## config.mk

```make
export PLATFORM = sky130hd
export DESIGN_NAME = zx_cmd_port_flat
export DESIGN_NICKNAME = d
export VERILOG_FILES = /design/src/rtl/zx_cmd_port_if.sv /design/src/rtl/zx_cmd_port.sv /design/src/flat_wrapper.sv
export SDC_FILE = /design/constraint.sdc
export NUM_CORES = 1
export LEC_CHECK = 0
export CAP_MARGIN = 10
export CORE_MARGIN = 2
export CORE_UTILIZATION = 42
export CTS_CLUSTER_SIZE = 12
export DETAILED_ROUTE_END_ITERATION = 12
export PLACE_DENSITY = 0.73
export SETUP_SLACK_MARGIN = 0.4
export SLEW_MARGIN = 0
export SYNTH_ARGS = -nofsm -noshare
export SYNTH_HDL_FRONTEND = slang
export SYNTH_SLANG_ARGS = --single-unit
```

## constraint.sdc

```tcl
create_clock -name clk -period 3.77 [get_ports clk]
set_input_delay 0.377 -clock clk [delete_from_list [all_inputs] [get_ports clk]]
set_output_delay 0.377 -clock clk [all_outputs]
set_load 0.1 [all_outputs]
```

## src/rtl/zx_cmd_port_if.sv

```systemverilog
// rtl/zx_cmd_port_if.sv - Z80 bus and loader command handshake signals for zx_cmd_port
interface zx_cmd_port_if;
  logic [15:0] cpu_addr;
  logic [7:0]  cpu_din;
  logic        cpu_iorq_n;
  logic        cpu_rd_n;
  logic        cpu_wr_n;
  logic        cpu_m1_n;
  logic [7:0]  cpu_dout;
  logic        cpu_dout_oe;
  logic [7:0]  cmd;
  logic        cmd_en;
  logic        cmd_ack;
  logic        busy;

  // master drives the Z80 bus and the loader ack; slave is the command port itself
  modport master (
    output cpu_addr, cpu_din, cpu_iorq_n, cpu_rd_n, cpu_wr_n, cpu_m1_n, cmd_ack,
    input  cpu_dout, cpu_dout_oe, cmd, cmd_en, busy
  );

  modport slave (
    input  cpu_addr, cpu_din, cpu_iorq_n, cpu_rd_n, cpu_wr_n, cpu_m1_n, cmd_ack,
    output cpu_dout, cpu_dout_oe, cmd, cmd_en, busy
  );
endinterface

```

## src/rtl/zx_cmd_port.sv

```systemverilog
// rtl/zx_cmd_port.sv - Z80 I/O command port driving the loader cmd/cmd_en/cmd_ack handshake
module zx_cmd_port #(
  parameter logic [15:0] PORT_ADDR      = 16'h00E3,
  parameter logic [15:0] ADDR_MASK      = 16'h00FF,
  parameter logic [23:0] TIMEOUT_CYCLES = 24'd5000000
) (
  input  logic          clk,
  input  logic          reset,
  zx_cmd_port_if.slave  bus
);

  typedef enum logic [1:0] {
    ST_IDLE    = 2'd0,
    ST_REQ     = 2'd1,
    ST_RELEASE = 2'd2
  } state_t;

  state_t      state_q, state_d;
  logic [7:0]  cmd_q, cmd_d;
  logic        cmd_en_q, cmd_en_d;
  logic [23:0] tcnt_q, tcnt_d;
  logic        err_to_q, err_to_d;
  logic        err_ovr_q, err_ovr_d;
  logic        done_q, done_d;
  logic        wr_cond_q, wr_cond_d;
  logic        rd_cond_q, rd_cond_d;
  logic        busy_q, busy_d;
  logic [7:0]  cpu_dout_q, cpu_dout_d;

  logic hit;
  logic wr_cond;
  logic rd_cond;
  logic wr_evt;
  logic rd_end;
  logic timeout_hit;

  // M1 low with IORQ low is an interrupt acknowledge, never a port access
  assign hit = ((bus.cpu_addr & ADDR_MASK) == (PORT_ADDR & ADDR_MASK))
             & ~bus.cpu_iorq_n & bus.cpu_m1_n;
  assign wr_cond = hit & ~bus.cpu_wr_n;
  assign rd_cond = hit & ~bus.cpu_rd_n;

  assign wr_cond_d = wr_cond;
  assign rd_cond_d = rd_cond;
  assign wr_evt    = wr_cond & ~wr_cond_q;
  assign rd_end    = ~rd_cond & rd_cond_q;

  assign timeout_hit = (TIMEOUT_CYCLES != 24'd0) && (tcnt_q == TIMEOUT_CYCLES - 24'd1);

  always_ff @(posedge clk) begin
    if (reset) begin
      state_q    <= ST_IDLE;
      cmd_q      <= 8'h00;
      cmd_en_q   <= 1'b0;
      tcnt_q     <= 24'd0;
      err_to_q   <= 1'b0;
      err_ovr_q  <= 1'b0;
      done_q     <= 1'b0;
      wr_cond_q  <= 1'b0;
      rd_cond_q  <= 1'b0;
      busy_q     <= 1'b0;
      cpu_dout_q <= 8'h00;
    end else begin
      state_q    <= state_d;
      cmd_q      <= cmd_d;
      cmd_en_q   <= cmd_en_d;
      tcnt_q     <= tcnt_d;
      err_to_q   <= err_to_d;
      err_ovr_q  <= err_ovr_d;
      done_q     <= done_d;
      wr_cond_q  <= wr_cond_d;
      rd_cond_q  <= rd_cond_d;
      busy_q     <= busy_d;
      cpu_dout_q <= cpu_dout_d;
    end
  end

  always_comb begin
    state_d = state_q;
    case (state_q)
      ST_IDLE: begin
        if (wr_evt) begin
          state_d = ST_REQ;
        end
      end
      ST_REQ: begin
        if (bus.cmd_ack) begin
          state_d = ST_RELEASE;
        end else if (timeout_hit) begin
          state_d = ST_IDLE;
        end
      end
      ST_RELEASE: begin
        if (!bus.cmd_ack) begin
          state_d = ST_IDLE;
        end
      end
      default: state_d = ST_IDLE;
    endcase
  end

  always_comb begin
    cmd_d     = cmd_q;
    cmd_en_d  = cmd_en_q;
    tcnt_d    = tcnt_q;
    err_to_d  = err_to_q;
    err_ovr_d = err_ovr_q;
    done_d    = done_q;

    // clears come first so any set below in the same cycle wins
    if (rd_end) begin
      err_to_d  = 1'b0;
      err_ovr_d = 1'b0;
      done_d    = 1'b0;
    end

    case (state_q)
      ST_IDLE: begin
        if (wr_evt) begin
          cmd_d    = bus.cpu_din;
          cmd_en_d = 1'b1;
          tcnt_d   = 24'd0;
          done_d   = 1'b0;
        end
      end
      ST_REQ: begin
        if (wr_evt) begin
          err_ovr_d = 1'b1;
        end
        if (bus.cmd_ack) begin
          cmd_en_d = 1'b0;
        end else if (timeout_hit) begin
          cmd_en_d = 1'b0;
          err_to_d = 1'b1;
        end else if (tcnt_q != 24'hFF_FFFF) begin
          tcnt_d = tcnt_q + 24'd1;
        end
      end
      ST_RELEASE: begin
        if (wr_evt) begin
          err_ovr_d = 1'b1;
        end
        cmd_en_d = 1'b0;
        if (!bus.cmd_ack) begin
          done_d = 1'b1;
        end
      end
      default: begin
        cmd_en_d = 1'b0;
      end
    endcase

    busy_d     = (state_d != ST_IDLE);
    cpu_dout_d = {busy_d, err_to_d, err_ovr_d, 4'b0000, done_d};
  end

  assign bus.cmd         = cmd_q;
  assign bus.cmd_en      = cmd_en_q;
  assign bus.busy        = busy_q;
  assign bus.cpu_dout    = cpu_dout_q;
  assign bus.cpu_dout_oe = rd_cond;

endmodule

```

## src/flat_wrapper.sv

```systemverilog
// flat-port wrapper written by rule: the top's interface ports become plain ports
module zx_cmd_port_flat 
#(
  parameter logic [15:0] PORT_ADDR      = 16'h00E3,
  parameter logic [15:0] ADDR_MASK      = 16'h00FF,
  parameter logic [23:0] TIMEOUT_CYCLES = 24'd5000000
)
  (clk, reset, bus_cpu_addr, bus_cpu_din, bus_cpu_iorq_n, bus_cpu_rd_n, bus_cpu_wr_n, bus_cpu_m1_n, bus_cmd_ack, bus_cpu_dout, bus_cpu_dout_oe, bus_cmd, bus_cmd_en, bus_busy);
  zx_cmd_port_if bus_i ();
  input  logic clk;
  input  logic reset;
  input wire logic [$bits(bus_i.cpu_addr)-1:0] bus_cpu_addr;
  input wire logic [$bits(bus_i.cpu_din)-1:0] bus_cpu_din;
  input wire logic [$bits(bus_i.cpu_iorq_n)-1:0] bus_cpu_iorq_n;
  input wire logic [$bits(bus_i.cpu_rd_n)-1:0] bus_cpu_rd_n;
  input wire logic [$bits(bus_i.cpu_wr_n)-1:0] bus_cpu_wr_n;
  input wire logic [$bits(bus_i.cpu_m1_n)-1:0] bus_cpu_m1_n;
  input wire logic [$bits(bus_i.cmd_ack)-1:0] bus_cmd_ack;
  output wire logic [$bits(bus_i.cpu_dout)-1:0] bus_cpu_dout;
  output wire logic [$bits(bus_i.cpu_dout_oe)-1:0] bus_cpu_dout_oe;
  output wire logic [$bits(bus_i.cmd)-1:0] bus_cmd;
  output wire logic [$bits(bus_i.cmd_en)-1:0] bus_cmd_en;
  output wire logic [$bits(bus_i.busy)-1:0] bus_busy;
  assign bus_i.cpu_addr = bus_cpu_addr;
  assign bus_i.cpu_din = bus_cpu_din;
  assign bus_i.cpu_iorq_n = bus_cpu_iorq_n;
  assign bus_i.cpu_rd_n = bus_cpu_rd_n;
  assign bus_i.cpu_wr_n = bus_cpu_wr_n;
  assign bus_i.cpu_m1_n = bus_cpu_m1_n;
  assign bus_i.cmd_ack = bus_cmd_ack;
  assign bus_cpu_dout = bus_i.cpu_dout;
  assign bus_cpu_dout_oe = bus_i.cpu_dout_oe;
  assign bus_cmd = bus_i.cmd;
  assign bus_cmd_en = bus_i.cmd_en;
  assign bus_busy = bus_i.busy;
  zx_cmd_port #(.PORT_ADDR(PORT_ADDR), .ADDR_MASK(ADDR_MASK), .TIMEOUT_CYCLES(TIMEOUT_CYCLES)) u_core (.clk(clk), .reset(reset), .bus(bus_i));
endmodule
```

## Word-level counts from Yosys, hierarchy flattened

Cells that the tools add are included.
Widths: inputs -> output; s select.

| word-level totals | value |
|---|---|
| flip-flop bits (word level) | 49 |
| bits of input ports | 31 |
| output and inout port bits | 19 |
| word-level logic and storage cells | 66 |

| cells by class | value |
|---|---|
| $add $sub $neg | 1 |
| equal/unequal tests | 10 |
| multiplexer cells | 25 |
| bitwise logic cells | 11 |
| reduce and logical (&&, ||, !) cells | 7 |

Operator list:

| kind | number |
|---|---|
| $mux 24 | 4 |
| $pmux 24 s2 | 1 |
| $add 24x1->24 const B | 1 |
| $eq 24x23->1 const B | 1 |
| $ne 24x24->1 const B | 1 |
| $mux 1 | 13 |
| $eq 8x8->1 const B | 1 |
| $mux 2 | 4 |
| $and 1x1->1 | 6 |
| $pmux 2 s3 | 1 |
| $not 1->1 | 5 |
| $reduce_and 5->1 | 1 |
| $ne 2x1->1 const B | 2 |
| $ne 2x2->1 const B | 2 |
| $pmux 1 s2 | 2 |
| $reduce_and 2->1 | 2 |
| $reduce_bool 2->1 | 2 |
| $ne 3x2->1 const B | 1 |
| $eq 2x1->1 const B | 1 |
| $eq 2x2->1 const B | 1 |
| $logic_not 2->1 | 1 |
| $reduce_or 2->1 | 1 |

## Longest topological paths before layout

Gate-level depths: netlist of run 1.

| logic depth | value |
|---|---|
| word-level depth | 10 |
| gate-level depth with buffers | 8 |
| gate-level depth less buffers | 7 |

## Least setup slack after synthesis of run 1

OpenSTA, ideal clock, no wires.

| path | value |
|---|---|
| path type | in2out |
| start | input port bus_cpu_addr[2] |
| end | output port bus_cpu_dout_oe |
| data arrival time | 2.298 ns |
| required time | 3.393 ns |
| setup slack | 1.095 ns |
| cell stages on the path | 3 |
| path buffers | 0 |
| cell sequence | nand4bb_4 or3_1 nor2_1 |

| on the way | value |
|---|---|
| longest elaborated chain between the ends | 4 |

RTL lines:

| element | line | source |
|---|---|---|
| from (decl) | flat_wrapper.sv:12 | `input wire logic [$bits(bus_i.cpu_addr)-1:0] bus_cpu_addr;` |
| $eq 8x8->1 | zx_cmd_port.sv:38 | `assign hit = ((bus.cpu_addr & ADDR_MASK) == (PORT_ADDR & ADDR_MASK))` |
| $and 1x1->1 (2 in a row) | zx_cmd_port.sv:39 | `& ~bus.cpu_iorq_n & bus.cpu_m1_n;` |
| $and 1x1->1 | zx_cmd_port.sv:41 | `assign rd_cond = hit & ~bus.cpu_rd_n;` |
| to (decl) | flat_wrapper.sv:20 | `output wire logic [$bits(bus_i.cpu_dout_oe)-1:0] bus_cpu_dout_oe;` |

Every way passes these cells.

## Worst setup path in the final report of run 1

| path | value |
|---|---|
| start | register u_core.tcnt_q[0] |
| end | register u_core.tcnt_q[2] |

| on the way | value |
|---|---|
| longest elaborated chain between the ends | 5 |
| elaborated cells on any way between the ends | 10 |
| classes of those cells | 1 x add/sub; 4 x eq/ne; 4 x mux; 1 x reduce/logical |

RTL lines:

| element | line | source |
|---|---|---|
| from (decl) | zx_cmd_port.sv:21 | `logic [23:0] tcnt_q, tcnt_d;` |
| from (signal assigned) | zx_cmd_port.sv:67 | `tcnt_q <= tcnt_d;` |
| $add 24x1->24 | zx_cmd_port.sv:136 | `tcnt_d = tcnt_q + 24'd1;` |
| $mux 24 | zx_cmd_port.sv:135 | `end else if (tcnt_q != 24'hFF_FFFF) begin` |
| $mux 24 | zx_cmd_port.sv:132 | `end else if (timeout_hit) begin` |
| $mux 24 | zx_cmd_port.sv:130 | `if (bus.cmd_ack) begin` |
| $pmux 24 s2 | zx_cmd_port.sv:117 | `case (state_q)` |

Parallel ways exist; a longest one is shown, timed or not. The select of a mux whose other input is x is not followed.
A chain may end at the register's enable or synchronous reset.

==> Implementation_results.wiki, run 1 <==
{| class="wikitable"
! Metric !! Value
|-
| Overall via count from detail_route || 2286
|-
| Leak pwr || 0.935 nW
|-
| Num CTS Buffers || 5
|-
| Overall Power || 0.781 mW
|-
| Synth warn || 0
|-
| Total clock sinks || 41
|-
| Die height || 79.5 µm
|-
| Run status || completed
|-
| Period Utilization, post-route || 74.3%
|-
| Path depth of the worst reg2reg path || 6
|-
| Shortest clock period the worst path allows after layout || 2.80 ns
|-
| Global route overflow || 0
|-
| Initial DRC count || 174
|-
| Worst min path class || reg -> reg
|-
| Total met2 wirelength after detailed routing || 2820 µm
|-
| Maximum cell stage delay along the critical path || 0.95 ns
|-
| Post-placement setup slack || 0.936 ns
|-
| Max clock buf depth || 2
|-
| Terminus of the critical flop-to-flop path || u_core.tcnt_q[2]
|-
| Main synth FF type || sky130_fd_sc_hd__dfxtp_1
|-
| Chain of cells forming the critical path || ha_1 > and3_1 > nand3_1 > o31ai_4 > nor2_2 > a311oi_1
|-
| Power density relative to cell area || 276 nW/µm²
|-
| Number of endpoints failing setup at the final stage || 0
|-
| Initial antenna violation count || 1
|-
| Number of cells produced by synthesis || 281
|-
| GR Util All Layers || 19.7%
|-
| H-tree depth || 2
|-
| Total negative setup slack || 0 ns
|-
| I/O pin count || 50
|-
| Antenna diode count || 0
|-
| Post-place instance area || 2740 µm²
|-
| Routed metal-1 wire length || 2760 µm
|-
| Cell depth of the worst min-delay path || 2
|-
| Clock Root Buffer || sky130_fd_sc_hd__clkbuf_8
|-
| Antenna Violating Nets Remaining || 0
|-
| CTS tree || done
|-
| Fraction of final layout cells sized beyond drive strength 1 || 7.21%
|-
| DRC viols || 0
|-
| Synthesis-to-layout area growth || 18.2%
|-
| Setup slack, reg-to-reg || 0.97 ns
|-
| Post-Syn Area per Cell || 8.51 µm²
|-
| Highest metal layer with signal wires || met4
|-
| Sum of routed wire length over all layers || 6130 µm
|-
| Largest net degree at the start of global routing || 30
|-
| Quantity of I/O buffers inserted on ports || 37
|-
| Number of flops mapped to enable cells by yosys || 0
|-
| Kind of start point of the critical path || flop
|-
| Quantity of hold-fixing buffers added after cts || 0
|-
| Clock slew seen by the registers of the worst setup and hold paths || 0.08 ns
|-
| Number of buffers inserted to repair setup after CTS || 0
|-
| Site row count || 27
|-
| Core region area || 5510 µm²
|-
| Post-Syn Area || 2390 µm²
|-
| Crit path arrival time || 3.02 ns
|-
| Unrepaired setup endpoints after global routing || no
|-
| Highest-delay cell along the critical path || sky130_fd_sc_hd__o31ai_4
|-
| Final worst slack || 0.967 ns
|-
| # resized after CTS || 0
|-
| Worst IR drop on VDD || 189 µV
|-
| Wire length of the first global-routing pass || 9720 µm
|-
| Via density per instance || 6.06
|-
| Highest achievable clock rate || 357 MHz
|-
| Crit path launch || u_core.tcnt_q[0]
|-
| Via count of the first global-routing pass || 2062
|-
| Number of slew-limit violations in the final report || 0
|-
| Clock Latency Late Sink || 0.30 ns
|-
| Worst hold start || u_core.bus.cmd[1]
|-
| Share of flip-flops with an asynchronous set or reset after synthesis || 0%
|-
| Startpoint of the worst-slack reg-to-reg timing path || u_core.tcnt_q[0]
|-
| Portion of the post-synthesis area used by sequential elements || 34.3%
|-
| Worst Max-Slew Pin Slew || 0.977 ns
|-
| First-pass iteration count of the detailed router || 4
|-
| Data required time of the worst path || 3.99 ns
|-
| Worst-path maximum fanout || 28
|-
| Final Net Count || 340
|-
| Category of cells accounting for the largest share of critical-path delay || compound AO/OA/AOI/OAI gates
|-
| Detailed Place HPWL || 4140 µm
|-
| Average wire length per cell after detail routing || 16.3 µm
|-
| Number of distinct library cell variants in the gate-level netlist after synthesis || 53
|-
| Hold-critical path endpoint || u_core.bus.cmd[1]
|-
| Final design instance area without fill || 2830 µm²
|-
| Number of hold violations in the final report || 0
|-
| Final setup skew || 0.00451 ns
|-
| Die area || 6310 µm²
|-
| Die boundary width || 79.5 µm
|-
| Effective utilization at floorplan || 43.4%
|-
| Total buffers and inverters traversed by the critical path || 0
|-
| Metal3 WL || 485 µm
|-
| Headroom to the max-slew limit || 34.6%
|-
| Critical Path Sink Type || flop
|-
| Setup CP Type || reg -> reg
|-
| Placer's final routability congestion estimate || 0.832
|-
| Max_cap viols || 0
|-
| End-of-flow core utilization || 51.3%
|-
| Synth Register Bits || 41
|}
-- cell usage after synthesis (4+ instances only) --
cell | instances | area share [%]
sky130_fd_sc_hd__o311ai_0 | 5 | 1.8
sky130_fd_sc_hd__a311oi_1 | 5 | 1.8
sky130_fd_sc_hd__nor4_1 | 4 | 1.0
sky130_fd_sc_hd__buf_4 | 10 | 3.1
sky130_fd_sc_hd__a21oi_1 | 10 | 2.1
sky130_fd_sc_hd__nor3_1 | 5 | 1.0
sky130_fd_sc_hd__clkbuf_1 | 11 | 1.7
sky130_fd_sc_hd__or4_1 | 7 | 2.2
sky130_fd_sc_hd__nor2_1 | 19 | 3.0
sky130_fd_sc_hd__nor2b_1 | 4 | 1.0
sky130_fd_sc_hd__o41ai_1 | 5 | 1.8
sky130_fd_sc_hd__and4_1 | 4 | 1.5
sky130_fd_sc_hd__o21ai_0 | 14 | 2.9
sky130_fd_sc_hd__inv_1 | 6 | 0.94
sky130_fd_sc_hd__nand3_1 | 20 | 4.2
sky130_fd_sc_hd__ha_1 | 5 | 2.6
sky130_fd_sc_hd__buf_2 | 6 | 1.3
sky130_fd_sc_hd__nand2_1 | 13 | 2.0
sky130_fd_sc_hd__nand4_1 | 10 | 2.6
sky130_fd_sc_hd__mux2i_1 | 8 | 3.3
sky130_fd_sc_hd__a31oi_1 | 14 | 3.7
sky130_fd_sc_hd__and3_1 | 4 | 1.0
sky130_fd_sc_hd__or3_1 | 5 | 1.3
sky130_fd_sc_hd__dfxtp_1 | 41 | 34
-- registers in the layout, indices dropped and copies added (netlist names) --
register / count
u_core.state_q: 2
u_core.tcnt_q: 24
u_core.bus.cpu_dout: 4
u_core.wr_cond_q: 1
u_core.bus.cmd_en: 1
u_core.rd_cond_q: 1
u_core.bus.cmd: 8
-- power by group --
part | internal (mW) | total [mW] | leakage, nW | switching, mW
logic | 0.0247 | 0.0585 | 0.561 | 0.0338
registers | 0.433 | 0.433 | 0.330 | 0.0000379
clock network | 0.128 | 0.289 | 0.0439 | 0.162
-- routing by layer --
layer / vias up / global-route usage (%)
li1: 1131 / -
met1: 1072 / 26.2
met2: 76 / 30.6
met3: 7 / 5.77
met4: 0 / 6.38
met5: - / 0
-- cells in the final DEF (no fill, tap or decap), types with 4 or more instances in the layout --
cell	count
sky130_fd_sc_hd__a21oi_1	10
sky130_fd_sc_hd__a311oi_1	5
sky130_fd_sc_hd__a31oi_1	14
sky130_fd_sc_hd__and3_1	4
sky130_fd_sc_hd__and4_1	4
sky130_fd_sc_hd__buf_4	5
sky130_fd_sc_hd__clkbuf_8	5
sky130_fd_sc_hd__clkdlybuf4s50_1	36
sky130_fd_sc_hd__conb_1	4
sky130_fd_sc_hd__dfxtp_1	41
sky130_fd_sc_hd__ha_1	5
sky130_fd_sc_hd__inv_1	6
sky130_fd_sc_hd__mux2i_1	8
sky130_fd_sc_hd__nand2_1	13
sky130_fd_sc_hd__nand3_1	20
sky130_fd_sc_hd__nand4_1	10
sky130_fd_sc_hd__nor2_1	19
sky130_fd_sc_hd__nor2b_1	4
sky130_fd_sc_hd__nor3_1	5
sky130_fd_sc_hd__nor4_1	4
sky130_fd_sc_hd__o21ai_0	14
sky130_fd_sc_hd__o311ai_0	5
sky130_fd_sc_hd__o41ai_1	5
sky130_fd_sc_hd__or3_1	5
sky130_fd_sc_hd__or4_1	7
-- logic make-up (layout without fill, tap and decap cells) --
family / Yosys count / after routing / synth area share (%)
AND/OR/NAND/NOR: 113 / 113 / 27.9
AO/OA/AOI/OAI: 79 / 79 / 24.3
flip-flops: 41 / 41 / 34.3
buffers and inverters: 34 / 55 / 7.27
multiplexers: 8 / 8 / 3.35
adder cells (fa/ha/maj): 5 / 5 / 2.62
other: 1 / 4 / 0.157
-- worst max-delay path by stage --
stage | endpoint | depth (start not counted)
after CTS | u_core.tcnt_q[2] | 6
after global routing | u_core.tcnt_q[12] | 6
final | u_core.tcnt_q[2] | 6
after global placement | u_core.tcnt_q[22] | 6
after detailed placement | u_core.tcnt_q[22] | 6
after floorplan | bus_cpu_dout_oe | 3
-- final cells by class --
cell class / instances / area (µm²)
multi-input cells: 209 / 1410
fillers: 520 / 2680
clock buffers: 5 / 68.8
clock inverters: 3 / 17.5
repair buffers: 41 / 398
flip-flops and latches: 41 / 821
well taps: 72 / 90.1
inverters: 6 / 22.5
-- per-stage QoR --
| step | std cells | hold WS, ns |
|---|---|---|
| finish | 377 | 0.496 |
| global route | 377 | 0.533 |
| CTS | 377 | 0.505 |
| floorplan | 284 | 0.455 |
| detailed placement | 369 | 0.488 |
| global placement | 369 | 0.482 |
-- tightest hold or removal path: cells and delay by family, from the launching register on --
kind | cells | cell delay, ns
simple gates | 1 | 0.07
mux | 1 | 0.07
flops | 1 | 0.33
Note: power is estimated with default switching activity, not from simulation.
==> run 2: changes to the inputs <==
clock period = 2.6 ns   (was 3.77 ns; I/O delays follow)
==> Implementation_results.wiki, run 2 (synthesis results as in run 1) <==
{| class="wikitable"
! Metric !! Value
|-
| Initial antenna violation count || 0
|-
| I/O pin count || 50
|-
| Filler-free cell count of the finished design || 400
|-
| Leak pwr || 1.13 nW
|-
| Site row count || 27
|-
| Data required time of the worst path || 2.82 ns
|-
| Number of endpoints failing setup at the final stage || 0
|-
| Antenna diode count || 0
|-
| Total instance count after detailed placement || 388
|-
| Effective utilization at floorplan || 43.4%
|-
| Total clock sinks || 41
|-
| Smallest hold slack || 0.479 ns
|-
| Period Utilization, post-route || 84.0%
|-
| Largest net degree at the start of global routing || 27
|-
| Power density relative to cell area || 397 nW/µm²
|-
| Unrepaired setup endpoints after global routing || yes
|-
| Clock slew seen by the registers of the worst setup and hold paths || 0.08 ns
|-
| Final design instance area without fill || 3130 µm²
|-
| DRC viols || 0
|-
| Startpoint of the worst-slack reg-to-reg timing path || u_core.tcnt_q[1]
|-
| Clock Root Buffer || sky130_fd_sc_hd__clkbuf_8
|-
| Global route overflow || 0
|-
| Total negative setup slack || 0 ns
|-
| Core region area || 5510 µm²
|-
| Critical Path Sink Type || flop
|-
| CTS tree || done
|-
| Shortest clock period the worst path allows after layout || 2.18 ns
|-
| Worst IR drop on VDD || 243 µV
|-
| Wire length of the first global-routing pass || 10700 µm
|-
| Worst-path maximum fanout || 4
|-
| Sum of routed wire length over all layers || 6840 µm
|-
| Via count of the first global-routing pass || 2286
|-
| Die height || 79.5 µm
|-
| Clock Latency Late Sink || 0.30 ns
|-
| Register with the most flip-flops || u_core.tcnt_q
|-
| Kind of start point of the critical path || input port
|-
| Number of slew-limit violations in the final report || 0
|-
| Run status || completed
|-
| Number of filler instances in the final layout || 505
|-
| Final setup skew || 0.00645 ns
|-
| Post-place instance area || 2860 µm²
|-
| Worst hold start || bus_cpu_addr[3]
|-
| Num CTS Buffers || 5
|-
| Most frequent cells in the layout || sky130_fd_sc_hd__buf_4, sky130_fd_sc_hd__dfxtp_1, sky130_fd_sc_hd__clkdlybuf4s50_1
|-
| Antenna Violating Nets Remaining || 0
|-
| Worst min path class || in -> reg
|-
| Max_cap viols || 0
|-
| Setup CP Type || in -> reg
|-
| Number of flip-flops under the largest register name || 24
|-
| Final Net Count || 363
|-
| Quantity of I/O buffers inserted on ports || 37
|-
| Detailed Place HPWL || 4640 µm
|-
| Commonest non-fill, non-tap cell in the layout || sky130_fd_sc_hd__buf_4
|-
| Highest achievable clock rate || 458 MHz
|-
| Die boundary width || 79.5 µm
|-
| Average wire length per cell after detail routing || 17.1 µm
|-
| Max clock buf depth || 2
|-
| Fraction of final layout cells sized beyond drive strength 1 || 25.9%
|-
| Die area || 6310 µm²
|-
| Crit path launch || bus_cpu_addr[1]
|-
| GR Util All Layers || 21.4%
|-
| Crit path arrival time || 2.40 ns
|-
| Synthesis-to-layout area growth || 30.8%
|-
| Initial DRC count || 167
|-
| Placer's final routability congestion estimate || 0.919
|-
| First-pass iteration count of the detailed router || 5
|-
| Number of hold violations in the final report || 0
|-
| H-tree depth || 2
|-
| Overall via count from detail_route || 2485
|-
| Via density per instance || 6.21
|}
run 2: cell types whose count changed in the layout (fill, tap and decap cells not counted), sizes merged:
cell	change
buf	+37
bufinv	+1
clkdlybuf4s50	-15
clkinv	-1
dlymetal6s2s	+1
run 2: cell type report:
| type | instances | area, µm² | area share (%) |
|---|---|---|---|
| clock buffer | 5 | 68.8 | 2.20 |
| inverter | 6 | 22.5 | 0.720 |
| timing repair buffer | 64 | 558 | 17.8 |
| clock inverter | 3 | 46.3 | 1.48 |
| sequential | 41 | 828 | 26.5 |
| tap | 72 | 90.1 | 2.88 |
| multi-input combinational | 209 | 1510 | 48.4 |
run 2: power by group:
group          switching [mW]  leakage [nW]  internal [mW]
logic                  0.0510         0.743         0.0383
clock network           0.238        0.0543          0.287
registers           0.0000622         0.333          0.627
total                   0.289          1.13          0.953
run 2: metrics by stage:
step	worst slack [ns]	power, mW	util (%)
2_1_floorplan	0.575	0.691	-
3_3_place_gp	0.120	0.729	52.0
3_5_place_dp	0.0744	0.729	52.0
4_1_cts	0.409	1.26	54.8
5_1_grt	0.343	1.29	56.8
6_report	0.415	1.24	56.8
run 2: metal layers:
metal	part of all wire (%)	GRT usage (%)	up-vias
met5	0	0	-
met4	0.95	6.72	0
met3	8.0	6.11	11
met2	48	33.2	114
met1	43	28.6	1186
li1	-	-	1174
run 2: repair_timing:
| action | 4_1_cts | 5_1_grt |
|---|---|---|
| buffers inserted | 3 | 1 |
| gates resized for setup | 6 | 29 |
| pin swaps | 3 | 5 |
| setup endpoints to repair | 20 | 25 |
| hold buffers | 0 | 0 |
run 2: worst paths after layout:
check | cells after the start | endpoint | slack, ns
worst max-delay path | 7 | u_core.tcnt_q[22] | 0.42
worst min-delay path | 4 | u_core.rd_cond_q | 0.48
worst max register to register | 8 | u_core.tcnt_q[15] | 0.44
worst min register to register | 2 | u_core.bus.cmd[6] | 0.50
run 2: critical path: stages:
cell                              delay (ns)
sky130_fd_sc_hd__clkdlybuf4s50_1        0.50
sky130_fd_sc_hd__nand4bb_4              0.15
sky130_fd_sc_hd__o41ai_4                0.44
sky130_fd_sc_hd__o31ai_4                0.15
sky130_fd_sc_hd__buf_6                  0.15
sky130_fd_sc_hd__or4_4                  0.51
sky130_fd_sc_hd__a221oi_2               0.24
==> run 3: changes to the inputs <==
PLACE_DENSITY = 0.75   (was 0.73)
clock period = 1.9 ns   (was 2.6 ns; I/O delays follow)
==> Implementation_results.wiki, run 3 (synthesis results as in run 1) <==
{| class="wikitable"
! Metric !! Value
|-
| Synthesis-to-layout area growth || 72.4%
|-
| Die height || 79.5 µm
|-
| GR Util All Layers || 29.8%
|-
| Power density relative to cell area || 424 nW/µm²
|-
| H-tree depth || 2
|-
| Site row count || 27
|-
| Worst IR drop on VDD || 329 µV
|-
| Post-placement setup slack || -0.491 ns
|-
| Average wire length per cell after detail routing || 23.0 µm
|-
| Largest net degree at the start of global routing || 21
|-
| Crit path arrival time || 2.44 ns
|-
| Post-place instance area || 3410 µm²
|-
| Most frequent cells in the layout || sky130_fd_sc_hd__buf_4, sky130_fd_sc_hd__dfxtp_1, sky130_fd_sc_hd__buf_6
|-
| Global route overflow || 0
|-
| Final Net Count || 440
|-
| Filler-free cell count of the finished design || 477
|-
| Num CTS Buffers || 5
|-
| Period Utilization, post-route || 118%
|-
| Wire length of the first global-routing pass || 14600 µm
|-
| Kind of start point of the critical path || flop
|-
| Number of flip-flops under the largest register name || 24
|-
| Commonest non-fill, non-tap cell in the layout || sky130_fd_sc_hd__buf_4
|-
| Fraction of met1 tracks used by global routing || 34.9%
|-
| Unrepaired setup endpoints after global routing || yes
|-
| Clock Root Buffer || sky130_fd_sc_hd__clkbuf_8
|-
| Max_cap viols || 0
|-
| Effective utilization at floorplan || 43.4%
|-
| Worst min path class || in -> reg
|-
| Register with the most flip-flops || u_core.tcnt_q
|-
| Total instance count after detailed placement || 445
|-
| Via density per instance || 6.59
|-
| Detailed Place HPWL || 5650 µm
|-
| I/O pin count || 50
|-
| Setup CP Type || reg -> reg
|-
| Final worst slack || -0.348 ns
|-
| Initial DRC count || 339
|-
| CTS tree || done
|-
| Overall Power || 1.75 mW
|-
| Sum of routed wire length over all layers || 11000 µm
|-
| Met3 capacity usage during global routing || 6.00%
|-
| Initial antenna violation count || 0
|-
| Max clock buf depth || 2
|-
| Final setup skew || 0.0133 ns
|-
| Die boundary width || 79.5 µm
|-
| Highest achievable clock rate || 445 MHz
|-
| Via count of the first global-routing pass || 2983
|-
| Die area || 6310 µm²
|-
| Leak pwr || 1.60 nW
|-
| Shortest clock period the worst path allows after layout || 2.25 ns
|-
| First-pass iteration count of the detailed router || 6
|-
| Run status || complete, but fails checks
|-
| Number of endpoints failing setup at the final stage || 29
|-
| Number of slew-limit violations in the final report || 0
|-
| Total negative setup slack || -6.47 ns
|-
| Critical Path Sink Type || flop
|-
| Core region area || 5510 µm²
|-
| Clock slew seen by the registers of the worst setup and hold paths || 0.10 ns
|-
| Quantity of I/O buffers inserted on ports || 37
|-
| Total clock sinks || 41
|-
| Worst-path maximum fanout || 8
|-
| Global routing met2 resource utilization || 50.3%
|-
| Placer's final routability congestion estimate || 0.941
|-
| Fraction of final layout cells sized beyond drive strength 1 || 53.6%
|-
| Clock Latency Late Sink || 0.31 ns
|-
| Final design instance area without fill || 4120 µm²
|-
| Antenna Violating Nets Remaining || 0
|-
| Antenna diode count || 0
|-
| DRC viols || 0
|-
| Global-route layer with the greatest usage || met2
|-
| Number of hold violations in the final report || 0
|-
| Overall via count from detail_route || 3145
|-
| Data required time of the worst path || 2.10 ns
|-
| Failing checks || setup timing
|}
-- run 3: metal layers --
layer	part of all wire [%]	up-vias
li1	-	1332
met5	0	-
met4	7.4	0
met1	36	1494
met3	8.3	84
met2	48	235
-- run 3: power breakdown --
group | leakage [nW] | total [mW] | internal, mW | switching [mW]
Sequential | 0.340 | 0.851 | 0.851 | 0.000115
Clock | 0.0543 | 0.756 | 0.394 | 0.362
Combinational | 1.21 | 0.140 | 0.0553 | 0.0842
-- run 3: worst max-delay path, cell delays in order, from the launching register on --
cell and delay (ns):
sky130_fd_sc_hd__dfxtp_2 0.35, sky130_fd_sc_hd__buf_4 0.14, sky130_fd_sc_hd__nor4bb_2 0.42, sky130_fd_sc_hd__nand4_1 0.32
sky130_fd_sc_hd__buf_4 0.24, sky130_fd_sc_hd__o21a_4 0.24, sky130_fd_sc_hd__buf_6 0.13, sky130_fd_sc_hd__a211oi_4 0.19
sky130_fd_sc_hd__o21bai_1 0.12
-- run 3: cell type report --
type,instances,area [µm²]
Clock inverter,3,46.3
Fill cell,338,1390
Inverter,6,22.5
Multi-Input combinational cell,209,1840
Timing Repair Buffer,141,1200
Tap cell,72,90.1
Clock buffer,5,68.8
Sequential cell,41,853
-- run 3: repair_timing --
item	in CTS	in global routing
pin swaps	19	30
setup buffers	12	11
hold buffers	0	0
endpoints found under the setup margin	40	39
cloned	1	0
gates resized for setup	77	59
-- run 3: path summary, 6_finish.rpt --
path	startpoint	end	slack [ns]	cells past startpoint
setup / recovery	u_core.tcnt_q[13]	u_core.bus.cpu_dout[7]	-0.35	8
hold / removal	bus_cpu_din[1]	u_core.bus.cmd[1]	0.48	3
setup reg to reg	u_core.tcnt_q[13]	u_core.bus.cpu_dout[7]	-0.35	8
hold reg to reg	u_core.bus.cmd[1]	u_core.bus.cmd[1]	0.50	2
-- run 3: through the flow --
| stage | hold WS [ns] | utilization (%) |
|---|---|---|
| after floorplan | 0.269 | - |
| after global placement | 0.478 | 61.9 |
| after detailed placement | 0.488 | 61.9 |
| after CTS | 0.469 | 68.6 |
| after global routing | 0.468 | 74.8 |
| final | 0.482 | 74.8 |
